### config.mk
export PLATFORM = sky130hd
export DESIGN_NAME = hex_disp_arbiter
export DESIGN_NICKNAME = d
export VERILOG_FILES = /design/src/rtl/fps_disp_pkg.sv /design/src/rtl/seg7_digit_enc.sv /design/src/rtl/hex_disp_arbiter.sv
export SDC_FILE = /design/constraint.sdc
export NUM_CORES = 1
export LEC_CHECK = 0
export CELL_PAD_IN_SITES_DETAIL_PLACEMENT = 1
export CELL_PAD_IN_SITES_GLOBAL_PLACEMENT = 2
export CORE_ASPECT_RATIO = 0.5
export CORE_MARGIN = 5
export CORE_UTILIZATION = 37
export DETAILED_ROUTE_END_ITERATION = 6
export GPL_ROUTABILITY_DRIVEN = 0
export PLACE_DENSITY_LB_ADDON = 0.1
export SYNTH_ARGS = -nofsm -noshare
export SYNTH_HDL_FRONTEND = slang
export SYNTH_SLANG_ARGS = --single-unit
export TNS_END_PERCENT = 50
### constraint.sdc
create_clock -name clk50 -period 4.7 [get_ports clk50]
set_input_delay 1.175 -clock clk50 [delete_from_list [all_inputs] [get_ports clk50]]
set_output_delay 1.175 -clock clk50 [all_outputs]
set_load 0.02 [all_outputs]
### src/rtl/fps_disp_pkg.sv
// Shared types and constants for the HEX display arbiter: FSM state
// encoding, segment patterns and the display clamp limit.
package fps_disp_pkg;

  typedef enum logic [1:0] {
    ST_IDLE = 2'd0,
    ST_LOAD = 2'd1,
    ST_CONV = 2'd2,
    ST_SHOW = 2'd3
  } state_t;

  // All segments off (active-low).
  localparam logic [6:0] SEG_BLANK = 7'h7F;

  // Largest value the two digits can show; anything above is clamped.
  localparam int MAX_DISP = 99;

  // Decimal digit to active-low segments {g..a}; codes 10..15 render blank.
  function automatic logic [6:0] seg_table(input logic [3:0] digit);
    logic [6:0] seg;
    case (digit)
      4'd0:    seg = 7'h40;
      4'd1:    seg = 7'h79;
      4'd2:    seg = 7'h24;
      4'd3:    seg = 7'h30;
      4'd4:    seg = 7'h19;
      4'd5:    seg = 7'h12;
      4'd6:    seg = 7'h02;
      4'd7:    seg = 7'h78;
      4'd8:    seg = 7'h00;
      4'd9:    seg = 7'h10;
      default: seg = SEG_BLANK;
    endcase
    return seg;
  endfunction

endpackage

### src/rtl/seg7_digit_enc.sv
// Combinational BCD digit to active-low 7-segment encoder. The parent
// registers the result so both digits change on the same edge.
module seg7_digit_enc
  import fps_disp_pkg::*;
(
  input  logic [3:0] i_digit,
  output logic [6:0] o_seg
);

  assign o_seg = seg_table(i_digit);

endmodule

### src/rtl/hex_disp_arbiter.sv
// Round-robin owner of the two HEX digits. The granted source's value is
// sampled once, clamped to 99, split into tens/units by repeated
// subtraction, and shown for a fixed dwell before the next arbitration.
module hex_disp_arbiter
  import fps_disp_pkg::*;
#(
  parameter int N_SRC = 4,
  parameter int DWELL = 50000000
) (
  input  logic               clk50,
  input  logic               reset_n,
  input  logic [N_SRC-1:0]   req,
  input  logic [8*N_SRC-1:0] value,
  output logic [N_SRC-1:0]   grant,
  output logic [2:0]         sel,
  output logic [6:0]         hex_h,
  output logic [6:0]         hex_l,
  output logic               ovf
);

  localparam int                 DW         = (DWELL > 1) ? $clog2(DWELL) : 1;
  localparam logic [DW-1:0]      DWELL_LAST = DW'(DWELL - 1);
  localparam logic [N_SRC-1:0]   GRANT_ONE  = {{(N_SRC-1){1'b0}}, 1'b1};

  // First requester strictly after 'last', wrapping; 'last' itself is
  // checked at the end so a sole requester is re-granted.
  function automatic logic [2:0] rr_pick(input logic [N_SRC-1:0] req_v,
                                         input logic [2:0]       last);
    logic [2:0]       win;
    logic             found;
    logic [N_SRC-1:0] sh;
    int               idx;
    win   = '0;
    found = 1'b0;
    for (int k = 1; k <= N_SRC; k++) begin
      idx = (int'(last) + k) % N_SRC;
      sh  = req_v >> idx;
      if (!found && sh[0]) begin
        found = 1'b1;
        win   = 3'(idx);
      end
    end
    return win;
  endfunction

  state_t            r_state;
  state_t            w_state_nxt;
  logic [N_SRC-1:0]  r_grant;
  logic [2:0]        r_sel;
  logic [2:0]        r_ptr;      // last winner; search starts after it
  logic [6:0]        r_rem;
  logic [3:0]        r_tens;
  logic              r_ovf_n;    // overflow of the value being converted
  logic [DW-1:0]     r_dwell;
  logic [6:0]        r_hex_h;
  logic [6:0]        r_hex_l;
  logic              r_ovf;

  logic              w_any;
  logic              w_owner_req;
  logic [2:0]        w_win;
  logic [8*N_SRC-1:0] w_val_sh;
  logic [7:0]        w_val;
  logic [6:0]        w_seg_h;
  logic [6:0]        w_seg_l;
  logic              w_rearb;
  logic              w_take;
  logic              w_blank;
  logic              w_load;
  logic              w_step;
  logic              w_show;

  assign w_any       = |req;
  assign w_owner_req = |(req & r_grant);
  assign w_win       = rr_pick(req, r_ptr);
  assign w_val_sh    = value >> {r_sel, 3'b000};
  assign w_val       = w_val_sh[7:0];

  seg7_digit_enc u_enc_tens (
    .i_digit (r_tens),
    .o_seg   (w_seg_h)
  );

  seg7_digit_enc u_enc_units (
    .i_digit (r_rem[3:0]),
    .o_seg   (w_seg_l)
  );

  // State register.
  // NOTE: clocked state uses non-blocking assignments so every register
  // samples pre-edge values and simulation matches the synthesized flops.
  always_ff @(posedge clk50 or negedge reset_n) begin
    if (!reset_n) begin
      r_state <= ST_IDLE;
    end else begin
      r_state <= w_state_nxt;
    end
  end

  // Next-state decode and per-cycle datapath strobes.
  // NOTE: every signal gets a default before the case so no path leaves
  // one unassigned, which would otherwise infer a latch.
  always_comb begin
    w_state_nxt = r_state;
    w_rearb     = 1'b0;
    w_take      = 1'b0;
    w_blank     = 1'b0;
    w_load      = 1'b0;
    w_step      = 1'b0;
    w_show      = 1'b0;
    case (r_state)
      ST_IDLE: begin
        if (w_any) begin
          w_state_nxt = ST_LOAD;
          w_take      = 1'b1;
        end
      end
      ST_LOAD: begin
        if (!w_owner_req) begin
          w_rearb = 1'b1;
        end else begin
          w_load      = 1'b1;
          w_state_nxt = ST_CONV;
        end
      end
      ST_CONV: begin
        if (!w_owner_req) begin
          w_rearb = 1'b1;
        end else if (r_rem >= 7'd10) begin
          w_step = 1'b1;
        end else begin
          w_show      = 1'b1;
          w_state_nxt = ST_SHOW;
        end
      end
      ST_SHOW: begin
        if (!w_owner_req || (r_dwell == DWELL_LAST)) begin
          w_rearb = 1'b1;
        end
      end
      default: begin
        w_state_nxt = ST_IDLE;
        w_blank     = 1'b1;
      end
    endcase
    // Dwell expiry and owner abort share one arbitration outcome.
    if (w_rearb) begin
      if (w_any) begin
        w_state_nxt = ST_LOAD;
        w_take      = 1'b1;
      end else begin
        w_state_nxt = ST_IDLE;
        w_blank     = 1'b1;
      end
    end
  end

  // Grant, pointer and displayed outputs.
  always_ff @(posedge clk50 or negedge reset_n) begin
    if (!reset_n) begin
      r_grant <= '0;
      r_sel   <= '0;
      r_ptr   <= 3'(N_SRC - 1);
      r_hex_h <= SEG_BLANK;
      r_hex_l <= SEG_BLANK;
      r_ovf   <= 1'b0;
    end else begin
      if (w_take) begin
        r_grant <= GRANT_ONE << w_win;
        r_sel   <= w_win;
        r_ptr   <= w_win;
      end else if (w_blank) begin
        r_grant <= '0;
      end
      if (w_blank) begin
        r_hex_h <= SEG_BLANK;
        r_hex_l <= SEG_BLANK;
        r_ovf   <= 1'b0;
      end else if (w_show) begin
        r_hex_h <= w_seg_h;
        r_hex_l <= w_seg_l;
        r_ovf   <= r_ovf_n;
      end
    end
  end

  // Value capture and binary-to-BCD conversion by repeated subtraction.
  always_ff @(posedge clk50 or negedge reset_n) begin
    if (!reset_n) begin
      r_rem   <= '0;
      r_tens  <= '0;
      r_ovf_n <= 1'b0;
    end else if (w_load) begin
      r_rem   <= (w_val > 8'(MAX_DISP)) ? 7'(MAX_DISP) : w_val[6:0];
      r_ovf_n <= (w_val > 8'(MAX_DISP));
      r_tens  <= '0;
    end else if (w_step) begin
      r_rem   <= r_rem - 7'd10;
      r_tens  <= r_tens + 4'd1;
    end
  end

  // Dwell counter: cleared on SHOW entry, saturates at the last count.
  always_ff @(posedge clk50 or negedge reset_n) begin
    if (!reset_n) begin
      r_dwell <= '0;
    end else if (w_show) begin
      r_dwell <= '0;
    end else if ((r_state == ST_SHOW) && (r_dwell != DWELL_LAST)) begin
      r_dwell <= r_dwell + 1'b1;
    end
  end

  assign grant = r_grant;
  assign sel   = r_sel;
  assign hex_h = r_hex_h;
  assign hex_l = r_hex_l;
  assign ovf   = r_ovf;

endmodule

After elaboration in Yosys (flattened, before gate mapping):

Memory sizes are Yosys's and may differ from the RTL's.
Index checks and enable logic that the tools add are counted.

* shift-type cells: 6
* mux-type cells: 46
* bitwise logic cells: 5
* reduce and logical (&&, ||, !) cells: 23
* eq/ne operators: 9
* $lt $le $gt $ge: 2
* add/sub/neg operators: 7

Operators with widths (count)
* $shr A4 B32 Y1: 4
* $mux W26: 2
* $mux W7: 7
* $shr A32 B6 Y8: 1
* $add A26 B1 Y26 const B: 1
* $eq A26 B26 Y1 const B: 1
* $ne A26 B26 Y1 const B: 1
* $mux W1: 22
* $mux W4: 4
* $mux W3: 4
* $ne A3 B3 Y1 const B: 4
* $mux W2: 5
* $reduce_or A2 Y1: 5
* $gt A8 B7 Y1 const B: 1
* $reduce_bool A2 Y1: 4
* $reduce_or A4 Y1: 2
* $ge A7 B4 Y1 const B: 1
* $sub A7 B4 Y7 const B: 1
* $pmux W2 S3: 1
* $reduce_and A5 Y1: 1
* $add A2 B1 Y2 const B: 2
* $add A2 B2 Y2 const B: 2
* $add A4 B1 Y4 const B: 1
* $and A1 B1 Y1 const A: 4
* 10 further kinds: 17

* word-level logic and storage cells: 111
* input port bits: 38
* memories kept: 2
* output and inout port bits: 22
* register bits after elaboration: 64
* ROM bits: 224

Memory list
* (no name shown): depth 16, width 7, read ports 1, clocked after Yosys merged registers in 0, write ports 0, RTL line fps_disp_pkg.sv:21 `case (digit)`
* (no name shown): depth 16, width 7, read ports 1, clocked after Yosys merged registers in 0, write ports 0, RTL line fps_disp_pkg.sv:21

Depth between registers and ports, before layout:

* word-level depth: 16
* depth in mapped cells: 9
* gate-level depth less buffers: 7

Hierarchy:

A second synthesis with hierarchy kept.

* cell total of the unflattened synthesis: 445
* area, all modules: 4120.2 sq um

By module, submodules not included
* hex_disp_arbiter: instances 1, sequential area each 1596.5 sq um, area each 3699.8 sq um, cells each 379
* seg7_digit_enc: instances 2, sequential area each 0.0 sq um, area each 210.2 sq um, cells each 33

Worst setup path after synthesis:

Ideal clock, no wire load.

* path type: input -> register
* from: input port value[27]
* to: register r_rem[0]
* buffers on the path: 0
* library setup time: 0.142 ns
* stages: 5
* required time: 4.558 ns
* arrival time: 2.446 ns
* path slack: 2.112 ns
* cell sequence: mux4_2 -> or3_1 -> a211o_1 -> nor2_1 -> a21oi_1

* longest elaborated chain between the ends: 4

Ends and longest elaborated chain
* from (decl): RTL line hex_disp_arbiter.sv:13 `input logic [8*N_SRC-1:0] value,`
* $shr A32 B6 Y8: RTL line hex_disp_arbiter.sv:76 `assign w_val_sh = value >> {r_sel, 3'b000};`
* $gt A8 B7 Y1: RTL line hex_disp_arbiter.sv:194 `r_rem <= (w_val > 8'(MAX_DISP)) ? 7'(MAX_DISP) : w_val[6:0];`
* $mux W7: RTL line hex_disp_arbiter.sv:194
* $mux W7: RTL line hex_disp_arbiter.sv:193 `end else if (w_load) begin`
* to (signal assigned): RTL line hex_disp_arbiter.sv:194
* to (signal assigned): RTL line hex_disp_arbiter.sv:198 `r_rem <= r_rem - 7'd10;`
* to (decl): RTL line hex_disp_arbiter.sv:51 `logic [6:0] r_rem;`

Every way passes these cells.
A chain may end at the register's enable or synchronous reset.

Worst setup path after layout:

* from: input port req[3]
* to: register r_dwell[23]

* longest elaborated chain between the ends: 5
* elaborated cells on any way between the ends: 6
* classes of those cells: 3 x mux; 1 x bitwise; 2 x reduce/logical

Ends and longest elaborated chain
* from (decl): RTL line hex_disp_arbiter.sv:12 `input logic [N_SRC-1:0] req,`
* $and A4 B4 Y4 (*): RTL line hex_disp_arbiter.sv:74 `assign w_owner_req = |(req & r_grant);`
* $reduce_or A4 Y1 (*): RTL line hex_disp_arbiter.sv:74
* $mux W1 (*): RTL line hex_disp_arbiter.sv:127 `if (!w_owner_req) begin`
* $mux W1 (*): RTL line hex_disp_arbiter.sv:111 `case (r_state)`
* $mux W26 or $reduce_bool A2 Y1 (tied branches)
* to (signal assigned): RTL line hex_disp_arbiter.sv:210 `r_dwell <= r_dwell + 1'b1;`
* to (decl): RTL line hex_disp_arbiter.sv:54 `logic [DW-1:0] r_dwell;`

Every way passes the cells marked *; elsewhere a longest branch is shown, timed or not.

==> impl_metrics.tcl <==
set metrics [dict create \
    status "completed" \
    max_cap_violations 0 \
    ys_types 64 \
    hold_class "reg2reg" \
    synth-edff-count 0 \
    dieArea_um2 13100 \
    design.portCount 60 \
    cts_sinks 63 \
    post-route-util 0.483 \
    min_period_over_period 0.742 \
    layout_commonest_cell "clkdlybuf4s50_1" \
    hold_viol 0 \
    cts_tree "done" \
    grt_usage 0.183 \
    r2r_start "r_state[0]" \
    yosysTopAreaCell "dfrtp_1" \
    num_vias 3558 \
    min_from "hex_h[6]" \
    initial_core_util 0.385 \
    layout_common_cells "57 x clkdlybuf4s50_1, 47 x dfrtp_1, 36 x a21oi_1" \
    grt_pass1_vias 3886 \
    synth_seq_cells 63 \
    max-vdd-ir-drop_mv 0.302 \
    overflow 0 \
    drive_gt1_frac 0.104 \
    leakage_nw 1.92 \
    cp_cell_sequence "clkdlybuf4s50_1, a22oi_1, a21boi_0, and3_1, buf_4, a21oi_1" \
    critPathArrivalTime_ps 3690 \
    routedWlPerCell_um 18.6 \
    grt_max_degree 35 \
    period_minus_slack_ps 3490 \
    avgSynthCellArea_um2 9.44 \
    first_pass_iters 5 \
    clk_pin_slew_worst_paths_ps 60 \
    numPortBuffers 58 \
    endpoint "r_dwell[23]" \
    netlist_area_um2 3990 \
    slew_viol_final 0 \
    postSynthCellCount 422 \
    fin_setup_tns_ps 0 \
    cp_data_required_time_ps 4900 \
    synthesis.nets 477 \
    cp-end-kind "flip-flop" \
    cpLargestDelayFamily "buffers and inverters" \
    fin_area_um2 4990 \
    postCtsSetupBuffers 0 \
    clock-root-buffer "clkbuf_16" \
    slowest_stage "and3_1" \
    yosysSeqAreaShare 0.401 \
    synthArstFlopShare 1.00 \
    vias_per_cell 5.72 \
    clock_skew_ps 8.54 \
    drtAntennaViolNets 0 \
    clk_latency_ps 330 \
    rsz0062_at_grt "no" \
    fp.dieW_um 157 \
    num_rows 26 \
    antenna_cells 0 \
    worstPathMaxFanout 22 \
    nNetsFinal 532 \
    grt_pass1_wl_mm 19.6 \
    critPathLaunchType "primary input" \
    ys.flop_type "dfrtp_1" \
    startpoint "req[3]" \
    finalSetupViolCount 0 \
    cts_buffers 9 \
    cts_resized 0 \
    dpl-instance-area_um2 4680 \
    wirelength_mm 11.6 \
    drtIter0Drc 115 \
    rrSetupSlack_ps 2050 \
    syn2layout_area_growth_pct 25.3 \
    slowest_delay_ps 800 \
    worstSetupPathType "in2reg" \
    reg2reg_depth 6 \
    reg2reg_to "r_dwell[23]" \
    htreeDepth 3 \
    fp.dieH_um 83.4 \
    worstSetupPathDepth 6 \
    dp_hpwl_mm 8.61 \
    ys_top_cells_by_area "dfrtp_1 30%, dfstp_2 11%, ha_1 5.3%" \
    synth_top_area_frac 0.295 \
    whs_ps 490 \
    coreArea_um2 10300 \
    antenna_found_initial 0 \
    tightest_slew_ps 1210 \
    yosys_warnings 0 \
    clockBufferDepth 2 \
    cts_hold_buffers 0 \
    maxSlewHeadroom 0.185 \
    fmax_mhz 287 \
    p_per_area_nw_per_um2 666 \
    worst-path-buf-inv 2 \
    drc 0 \
]
[through the flow]
| step | std cells | worst slack (ps) | power (mW) |
|---|---|---|---|
| 2_1_floorplan | 422 | 2110 | 2.08 |
| 3_3_place_gp | 606 | 1070 | 2.54 |
| 3_5_place_dp | 606 | 853 | 2.62 |
| 4_1_cts | 622 | 1190 | 3.36 |
| 5_1_grt | 622 | 964 | 3.58 |
| 6_report | 622 | 1210 | 3.33 |
[registers in the layout, summed over array words and instances (netlist names)]
name	cells
grant	4
r_ovf_n	1
hex_h	7
r_tens	4
sel	2
r_rem	7
hex_l	7
r_dwell	26
r_ptr	2
r_state	2
ovf	1
[report_power, final]
part           total [mW]  switching, mW  internal (mW)
Combinational        1.46          0.824          0.638
Sequential           1.15          0.307          0.843
Clock               0.713          0.251          0.462
Total                3.33           1.38           1.94
[per-layer routing]
metal / share of wire / vias to the layer above / GRT usage
met4: 0.010 / 0 / 0.0480
met5: 0 / - / 0
li1: - / 1692 / -
met3: 0.044 / 9 / 0.0457
met1: 0.45 / 1788 / 0.231
met2: 0.49 / 69 / 0.314
[tightest hold or removal path, cell delays in order, from the launching register on]
cell	delay, ps
dfstp_2	370
nand2_1	50
nand3_1	60
[synth_stat cells, types with 3 or more instances]
cell and count:
dfrtp_1 47, a21oi_1 36, nor2_1 29, nand2_1 28
o21ai_0 25, nand3_1 23, inv_1 19, ha_1 17
dfstp_2 16, or3_1 14, or4_1 12, o31ai_1 10
buf_2 8, a21boi_0 7, and3_1 7, nor3_1 7
clkbuf_1 6, mux4_1 6, nand2b_1 6, nand4_1 6
o211ai_1 6, xnor2_1 6, a211oi_1 5, a22oi_1 5
and2_1 5, mux2i_1 5, o2bb2ai_1 5, a31oi_1 4
o311a_1 4, a22o_1 3, o21ai_1 3, o221ai_1 3
[worst min-delay path by stage]
stage	to	cells past startpoint
detailed placement	hex_h[6]	2
CTS	hex_h[6]	2
finish	hex_h[6]	2
floorplan	r_ovf_n	1
global placement	hex_h[3]	2
global route	hex_h[0]	2
[logic make-up (layout without fill, tap and decap cells)]
kind of cell	after synthesis	in the layout	share of synthesized area
xor+xnor	8	8	0.0176
mux	15	15	0.0691
simple gates	151	151	0.208
fa+ha+maj	17	17	0.0534
buf+inv	39	99	0.0433
compound gates	128	128	0.208
flops	63	63	0.401
other cells	1	1	0.000941
[cell type report]
class	count	area [um2]
multi-input cells	320	2220
repair buffers	64	621
inverters	19	71.3
flip-flops and latches	63	1600
clock buffers	10	229
fillers	1167	5350
clock inverters	6	85.1
well taps	140	175
Power figures use the tool's default switching activity.
